===== src/rtl/countdown_pkg.sv =====
// countdown_pkg: shared types and constants for the countdown_timer block.
//   t_cd_state      - controller state encoding (2 bits)
//   CD_MIN_PRESCALE - smallest legal clock-cycles-per-tick value
package countdown_pkg;

    typedef enum logic [1:0] {
        IDLE  = 2'd0,
        RUN   = 2'd1,
        PAUSE = 2'd2,
        DONE  = 2'd3
    } t_cd_state;

    localparam int CD_MIN_PRESCALE = 1;

endpackage


===== src/rtl/tick_gen.sv =====
// tick_gen: prescaler for countdown_timer. Emits a one-cycle tick every
// PRESCALE enabled cycles; the phase is held while en is low.
//   clk  - system clock, rising edge
//   rst  - asynchronous reset, active low
//   en   - advance the prescaler this cycle
//   clr  - restart the prescaler at phase 0 (wins over en)
//   tick - high in the enabled cycle where the phase is PRESCALE-1
module tick_gen #(
    parameter int PRESCALE = 1
) (
    input  logic clk,
    input  logic rst,
    input  logic en,
    input  logic clr,
    output logic tick
);

    // PRESCALE=1 still needs a 1-bit counter; it simply never leaves 0.
    localparam int CW = (PRESCALE > 1) ? $clog2(PRESCALE) : 1;
    localparam logic [CW-1:0] LAST = CW'(PRESCALE - 1);

    logic [CW-1:0] r_cnt;
    logic          w_last;

    assign w_last = (r_cnt == LAST);
    assign tick   = en && w_last;

    always_ff @(posedge clk or negedge rst) begin
        if (!rst) begin
            r_cnt <= '0;
        end else if (clr) begin
            r_cnt <= '0;
        end else if (en) begin
            r_cnt <= w_last ? '0 : r_cnt + 1'b1;
        end
    end

endmodule


===== src/rtl/countdown_timer.sv =====
// countdown_timer: loadable down-counter with pause, abort and auto-reload.
//   clk       - system clock, rising edge
//   rst       - asynchronous reset, active low
//   load_val  - start value, sampled when a start is accepted
//   start     - begin countdown from IDLE or DONE
//   pause     - freeze count and prescaler while high
//   abort     - return to IDLE from any state
//   reload_en - at terminal count, reload instead of stopping
//   count     - current count
//   busy      - high in RUN or PAUSE
//   underflow - one-cycle pulse per terminal count
//   done      - high in DONE until start or abort
module countdown_timer
    import countdown_pkg::*;
#(
    parameter int WIDTH    = 8,
    parameter int PRESCALE = 1
) (
    input  logic             clk,
    input  logic             rst,
    input  logic [WIDTH-1:0] load_val,
    input  logic             start,
    input  logic             pause,
    input  logic             abort,
    input  logic             reload_en,
    output logic [WIDTH-1:0] count,
    output logic             busy,
    output logic             underflow,
    output logic             done
);

    if (PRESCALE < CD_MIN_PRESCALE) begin : g_bad_prescale
        $error("countdown_timer: PRESCALE must be >= %0d", CD_MIN_PRESCALE);
    end

    t_cd_state        r_state, w_state_nxt;
    logic [WIDTH-1:0] r_count, w_count_nxt;
    logic [WIDTH-1:0] r_reload, w_reload_nxt;
    logic             r_busy, r_underflow, w_underflow_nxt;
    logic             r_done, w_done_nxt;
    logic             w_tick, w_tick_en, w_tick_clr;

    tick_gen #(.PRESCALE(PRESCALE)) u_tick_gen (
        .clk  (clk),
        .rst  (rst),
        .en   (w_tick_en),
        .clr  (w_tick_clr),
        .tick (w_tick)
    );

    always_comb begin
        w_state_nxt     = r_state;
        w_count_nxt     = r_count;
        w_reload_nxt    = r_reload;
        w_underflow_nxt = 1'b0;
        w_done_nxt      = r_done;
        w_tick_en       = 1'b0;
        w_tick_clr      = 1'b0;

        if (abort) begin
            w_state_nxt = IDLE;
            w_count_nxt = '0;
            w_done_nxt  = 1'b0;
            w_tick_clr  = 1'b1;
        end else begin
            case (r_state)
                IDLE, DONE: begin
                    if (start) begin
                        w_count_nxt  = load_val;
                        w_reload_nxt = load_val;
                        w_tick_clr   = 1'b1;
                        if (load_val == '0) begin
                            w_state_nxt     = DONE;
                            w_underflow_nxt = 1'b1;
                            w_done_nxt      = 1'b1;
                        end else begin
                            w_state_nxt = RUN;
                            w_done_nxt  = 1'b0;
                        end
                    end
                end
                RUN, PAUSE: begin
                    if (pause) begin
                        w_state_nxt = PAUSE;
                    end else begin
                        // The cycle that leaves PAUSE counts as a run cycle,
                        // so every paused cycle delays the terminal count by
                        // exactly one cycle.
                        w_state_nxt = RUN;
                        w_tick_en   = 1'b1;
                        if (w_tick) begin
                            if (r_count > WIDTH'(1)) begin
                                w_count_nxt = r_count - 1'b1;
                            end else if (reload_en) begin
                                w_count_nxt     = r_reload;
                                w_underflow_nxt = 1'b1;
                            end else begin
                                w_count_nxt     = '0;
                                w_underflow_nxt = 1'b1;
                                w_done_nxt      = 1'b1;
                                w_state_nxt     = DONE;
                            end
                        end
                    end
                end
                default: w_state_nxt = IDLE;
            endcase
        end
    end

    always_ff @(posedge clk or negedge rst) begin
        if (!rst) begin
            r_state     <= IDLE;
            r_count     <= '0;
            r_reload    <= '0;
            r_busy      <= 1'b0;
            r_underflow <= 1'b0;
            r_done      <= 1'b0;
        end else begin
            r_state     <= w_state_nxt;
            r_count     <= w_count_nxt;
            r_reload    <= w_reload_nxt;
            r_busy      <= (w_state_nxt == RUN) || (w_state_nxt == PAUSE);
            r_underflow <= w_underflow_nxt;
            r_done      <= w_done_nxt;
        end
    end

    assign count     = r_count;
    assign busy      = r_busy;
    assign underflow = r_underflow;
    assign done      = r_done;

endmodule


===== config.mk =====
export PLATFORM = sky130hd
export DESIGN_NAME = countdown_timer
export DESIGN_NICKNAME = d
export VERILOG_FILES = /design/src/rtl/countdown_pkg.sv /design/src/rtl/tick_gen.sv /design/src/rtl/countdown_timer.sv
export SDC_FILE = /design/constraint.sdc
export NUM_CORES = 1
export LEC_CHECK = 0
export ABC_AREA = 1
export CAP_MARGIN = 40
export CORE_MARGIN = 10
export CORE_UTILIZATION = 56
export DETAILED_ROUTE_END_ITERATION = 7
export PLACE_DENSITY = 0.95
export SLEW_MARGIN = 20
export SYNTH_ARGS = -nofsm -noshare
export SYNTH_HDL_FRONTEND = slang
export SYNTH_SLANG_ARGS = --single-unit

===== constraint.sdc =====
create_clock -name clk -period 3.57 [get_ports clk]
set_clock_uncertainty 0.05 [all_clocks]
set_input_delay 1.071 -clock clk [delete_from_list [all_inputs] [get_ports clk]]
set_output_delay 1.071 -clock clk [all_outputs]
set_load 0.02 [all_outputs]

==> metrics.csv, run 1 <==
stage,metric,value,unit
status,status,finished clean,
cells_and_area,# diodes,0,
setup_path,CP Class,flop to output pin,
drt,Routed Antenna Nets,0,
setup_path,critical path endpoint category,output pin,
setup_path,top cell family by delay on the critical path,buffers and inverters,
flow_run,# Max-Cap Violations,0,
timing,RSZ-0062 raised after global routing,no,
global_routing,routing usage on met3,1.98,%
timing,# setup viols final,0,
setup_path,crit-path max FO,5,
global_routing,GRT Overall Usage,13.1,%
floorplanning,Site Rows,18,
cts,hold_buf cts,0,
setup_path,crit start category,flop,
global_routing,met2 GRT Util,22.0,%
cts,Post-CTS Setup Inserts,0,
floorplanning,io pins,25,
logic_synthesis,"Seq/Total Area, Yosys",37.5,%
timing,minimum clock period,2530,ps
pwr,worst vdd ir,0.461,mV
timing,setup total negative slack,0,ps
timing,Final Cycle Share,70.8,%
cells_and_area,"most common cell after layout, fill and taps aside",nand2_1,
cts,Clock Root Buffer,clkbuf_4,
cts,Worst-Skew Late Latency,300,ps
drt,Vias,1287,
logic_synthesis,Mapped Nets,206,
global_routing,grt peak-use layer,met2,
pwr,P per Cell Area,620,nW/µm²
global_routing,number of global-route vias before repair,1263,
cells_and_area,Final nets,231,
drt,DR iter-0 viols,112,
setup_path,Max stage delay on crit path,640,ps
timing,final worst setup slack,1040,ps
drt,Vias/cell,5.27,
floorplanning,Die Area,4910,µm²
place,pre-CTS setup slack,1150,ps
setup_path,Crit path buffers/inverters,1,
timing,max_slew headroom,69.1,%
drt,final wirelength,3.15,mm
global_routing,GRT overflow,0,
cts,CTS Buf Count,3,
cells_and_area,share of cells above drive strength 1,14.5,%
cts,Clock Tree Buf Depth,2,
timing,fmax,395,MHz
cts,CTS tree,yes,
cells_and_area,area growth from synthesis to layout,18.8,%
floorplanning,Die X,70.0,µm
logic_synthesis,syn avg cell area,7.38,µm²
cells_and_area,"commonest cells after routing, fill and taps aside","55 x nand2_1, 24 x clkdlybuf4s50_1, 22 x nand3_1",
logic_synthesis,Ys Warns,0,
setup_path,"Cell Chain, Critical Path",clkdlybuf4s50_1,
cts,Clock Pin Slew Worst Setup and Hold Paths,120,ps
timing,fin. max-slew vios,0,
floorplanning,Starting Density,57.7,%
drt,wire per inst,12.9,µm
logic_synthesis,#FFs+latches synth,21,
min_path,min-delay worst type,flop to flop,
drt,Residual DRC,0,
cts,# clock sinks,21,
place,routability cong.,0.921,
timing,Fin. Hold Viols,0,
pwr,Pleak,0.810,nW
logic_synthesis,post-synthesis cell count,190,
setup_path,Worst Path Required,2450,ps
setup_path,CP arrival,1410,ps
cts,post-CTS sizing,0,
logic_synthesis,Post-Syn Area,1400,µm²
floorplanning,height of the die,70.0,µm
logic_synthesis,"Distinct cells, synth",22,
global_routing,largest net degree at the start of global routing,17,
place,HPWL Detailed,2.54,mm
cts,CTS HTree Levels,1,
place,IO buf count,24,
setup_path,Critical-path top delay cell,clkdlybuf4s50_1,
floorplanning,area of the core,2430,µm²
drt,drt pass-1 iters,4,
timing,Worst Tran Pin Value,463,ps
global_routing,first-pass GRT wire length,5.49,mm
global_routing,antenna violations before repair,0,
global_routing,grt met1 use,15.2,%
## through the flow
stage                     util [%]  total power, mW  hold WS, ps  std cells  area [µm²]
after global placement        66.9            0.893          422        239        1630
after CTS                     68.5             1.03          458        244        1670
final                         68.5             1.03          454        244        1670
after floorplan                  -            0.767          409        190        1400
after detailed placement      67.4            0.915          433        240        1640
after global routing          68.5             1.13          489        244        1670
## final timing paths
check / from / end / slack, ps / cells past startpoint
min in group asynchronous: rst / count[7]$_DFFE_PN0P_ / 1020 / 1
worst min register to register: r_reload[0]$_DFFE_PN0P_ / r_reload[0]$_DFFE_PN0P_ / 450 / 2
worst max register to register: count[0]$_DFFE_PN0P_ / count[0]$_DFFE_PN0P_ / 1770 / 10
worst max-delay path: count[5]$_DFFE_PN0P_ / count[5] / 1040 / 1
worst min-delay path: r_reload[0]$_DFFE_PN0P_ / r_reload[0]$_DFFE_PN0P_ / 450 / 2
max in group asynchronous: rst / r_state[0]$_DFF_PN0_ / 1990 / 2
## power by group
group	total [mW]	internal, mW	switching (mW)
sequential	0.352	0.301	0.0509
combinational	0.569	0.212	0.357
clock	0.113	0.0417	0.0712
## routing by layer
layer | share of wire [%] | vias to the layer above | wire, µm
met3 | 6.0 | 6 | 189
met4 | 2.5 | 0 | 79
met1 | 43 | 580 | 1360
met5 | 0 | - | 0
met2 | 48 | 52 | 1520
li1 | - | 649 | -
## cell type report
type | instances | area (µm²)
multi-input combinational | 137 | 697
inverter | 27 | 128
clock inverter | 1 | 5.00
timing repair buffer | 25 | 251
clock buffer | 3 | 22.5
sequential | 21 | 526
fill | 205 | 766
tap | 30 | 37.5
## cell usage after synthesis
library cell	count	share of area (%)
nand2_1	55	15
nand3_1	22	7.9
dfrtp_1	21	37
inv_1	19	5.1
o21ai_1	14	5.0
nor2_1	12	3.2
a21oi_1	10	3.6
inv_2	7	1.9
nand2_2	7	3.1
buf_6	4	3.2
nor2_2	3	1.3
o21ai_0	3	1.1
ha_1	2	1.8
nand3_2	2	1.4
nand3_4	2	2.5
a21oi_2	1	0.62
a31oi_4	1	1.5
buf_4	1	0.54
bufinv_16	1	2.1
nor2_4	1	0.80
o21ai_2	1	0.62
o21bai_1	1	0.54
## kinds of logic (layout without fill, tap and decap cells)
logic type | Yosys count | after routing | share of synthesized area, %
simple gates | 104 | 104 | 35.0
buf+inv | 32 | 56 | 12.8
compound gates | 31 | 31 | 12.9
flops | 21 | 21 | 37.5
fa+ha+maj | 2 | 2 | 1.78
## tightest hold or removal path: cells and delay by family, from the launching register on
kind / cells / cell delay (ps)
simple gates: 1 / 50
compound gates: 1 / 60
flops: 1 / 370
## state kept, by name, indices dropped and copies added, names as in the netlist
| signal | cells |
|---|---|
| busy | 1 |
| count | 8 |
| r_reload | 8 |
| r_state | 2 |
| done | 1 |
| underflow | 1 |
No activity file was read; power rests on OpenSTA's default activity.
==> inputs of run 2 (changes only) <==
--- a/config.mk
+++ b/config.mk
@@ -8,9 +8,9 @@
 export ABC_AREA = 1
 export CAP_MARGIN = 40
 export CORE_MARGIN = 10
-export CORE_UTILIZATION = 56
+export CORE_UTILIZATION = 47
 export DETAILED_ROUTE_END_ITERATION = 7
-export PLACE_DENSITY = 0.95
+export PLACE_DENSITY = 0.87
 export SLEW_MARGIN = 20
 export SYNTH_ARGS = -nofsm -noshare
 export SYNTH_HDL_FRONTEND = slang
==> constraint.sdc (replaced) <==
create_clock -name clk -period 2.2 [get_ports clk]
set_clock_uncertainty 0.05 [all_clocks]
set_input_delay 0.66 -clock clk [delete_from_list [all_inputs] [get_ports clk]]
set_output_delay 0.66 -clock clk [all_outputs]
set_load 0.02 [all_outputs]
==> metrics.csv, run 2 (same netlist as run 1, synthesis figures left out) <==
stage,metric,value,unit
place,IO buf count,24,
pwr,P per Cell Area,998,nW/µm²
cts,Worst-Skew Late Latency,310,ps
floorplanning,area of the core,2810,µm²
setup_path,Critical-path top delay cell,clkdlybuf4s50_1,
place,pre-CTS setup slack,165,ps
setup_path,crit start category,flop,
setup_path,"Cell Chain, Critical Path",clkdlybuf4s50_1,
place,dpl cell area,1640,µm²
cts,# clock sinks,21,
floorplanning,Die Area,5570,µm²
cells_and_area,Final nets,231,
min_path,min-delay worst type,flop to flop,
timing,fmax,482,MHz
timing,fin. max-slew vios,0,
cells_and_area,register area,526,µm²
timing,RSZ-0062 raised after global routing,no,
cells_and_area,Final Core Density,59.4,%
timing,# setup viols final,0,
setup_path,Crit path buffers/inverters,1,
drt,final wirelength,3.05,mm
global_routing,GRT overflow,0,
cts,CTS HTree Levels,1,
pwr,worst vdd ir,0.419,mV
drt,DR iter-0 viols,73,
cells_and_area,"most common cell after layout, fill and taps aside",nand2_1,
timing,minimum clock period,2070,ps
setup_path,crit-path max FO,5,
global_routing,met2 GRT Util,19.8,%
drt,drt pass-1 iters,4,
status,status,finished clean,
cts,Clock Pin Slew Worst Setup and Hold Paths,110,ps
cells_and_area,fillcell total,271,
global_routing,antenna violations before repair,0,
timing,Fin. Hold Viols,0,
cells_and_area,share of cells above drive strength 1,14.5,%
place,placed cell count,241,
global_routing,largest net degree at the start of global routing,22,
floorplanning,Die X,74.6,µm
pwr,Final Power,1.66,mW
timing,final worst setup slack,125,ps
global_routing,grt peak-use layer,met2,
timing,max_slew headroom,73.4,%
cells_and_area,fin cells,245,
floorplanning,height of the die,74.6,µm
cts,CTS tree,yes,
setup_path,Worst Path Required,1490,ps
global_routing,GRT Overall Usage,11.7,%
drt,Residual DRC,0,
floorplanning,io pins,25,
cts,Clock Tree Buf Depth,2,
drt,Vias,1244,
global_routing,grt met1 use,14.8,%
cells_and_area,# diodes,0,
cells_and_area,design area,1670,µm²
cells_and_area,"commonest cells after routing, fill and taps aside","55 x nand2_1, 23 x clkdlybuf4s50_1, 22 x nand3_1",
cts,CTS Buf Count,3,
setup_path,CP Class,flop to output pin,
timing,Final Cycle Share,94.3,%
place,HPWL Detailed,2.48,mm
setup_path,Max stage delay on crit path,630,ps
setup_path,CP arrival,1360,ps
setup_path,top cell family by delay on the critical path,buffers and inverters,
timing,setup total negative slack,0,ps
drt,Vias/cell,5.08,
place,routability cong.,0.881,
cells_and_area,area growth from synthesis to layout,18.8,%
flow_run,# Max-Cap Violations,0,
cts,Clock Root Buffer,clkbuf_4,
pwr,Pleak,0.824,nW
global_routing,number of global-route vias before repair,1211,
floorplanning,Site Rows,19,
timing,Hold Slack,457,ps
cells_and_area,Multi-input gate area,697,µm²
drt,wire per inst,12.5,µm
global_routing,first-pass GRT wire length,5.29,mm
setup_path,critical path endpoint category,output pin,
floorplanning,Starting Density,50.0,%
drt,Routed Antenna Nets,0,
global_routing,routing usage on met3,1.05,%
timing,Worst Tran Pin Value,398,ps
==> run 2: final timing paths <==
check	from	to	slack [ps]	depth (start not counted)
min in group asynchronous	rst	count[0]$_DFFE_PN0P_	630	2
setup reg to reg	count[0]$_DFFE_PN0P_	count[0]$_DFFE_PN0P_	440	10
setup / recovery	count[2]$_DFFE_PN0P_	count[2]	130	1
max in group asynchronous	rst	count[2]$_DFFE_PN0P_	1270	2
hold reg to reg	r_reload[3]$_DFFE_PN0P_	r_reload[3]$_DFFE_PN0P_	460	2
hold / removal	r_reload[3]$_DFFE_PN0P_	r_reload[3]$_DFFE_PN0P_	460	2
==> run 2: power breakdown <==
group,switching [mW],internal [mW]
Combinational,0.565,0.340
Sequential,0.0842,0.489
Clock,0.118,0.0679
==> run 2: timing repair <==
item / CTS / global route
gates resized for setup: 0 / 1
setup buffers: 0 / 0
hold buffers: 0 / 0
endpoints found under the setup margin: 0 / 1
==> run 2: final cells by class <==
type	count	area share, %
Sequential cell	21	31.5
Tap cell	31	2.33
Multi-Input combinational cell	137	41.8
Inverter	27	7.66
Clock buffer	3	1.35
Clock inverter	1	0.300
Timing Repair Buffer	25	15.0
==> run 2: metal layers <==
layer | vias to the layer above | part of all wire [%]
met4 | 0 | 2.3
met2 | 34 | 47
met5 | - | 0
li1 | 652 | -
met1 | 551 | 46
met3 | 7 | 4.0
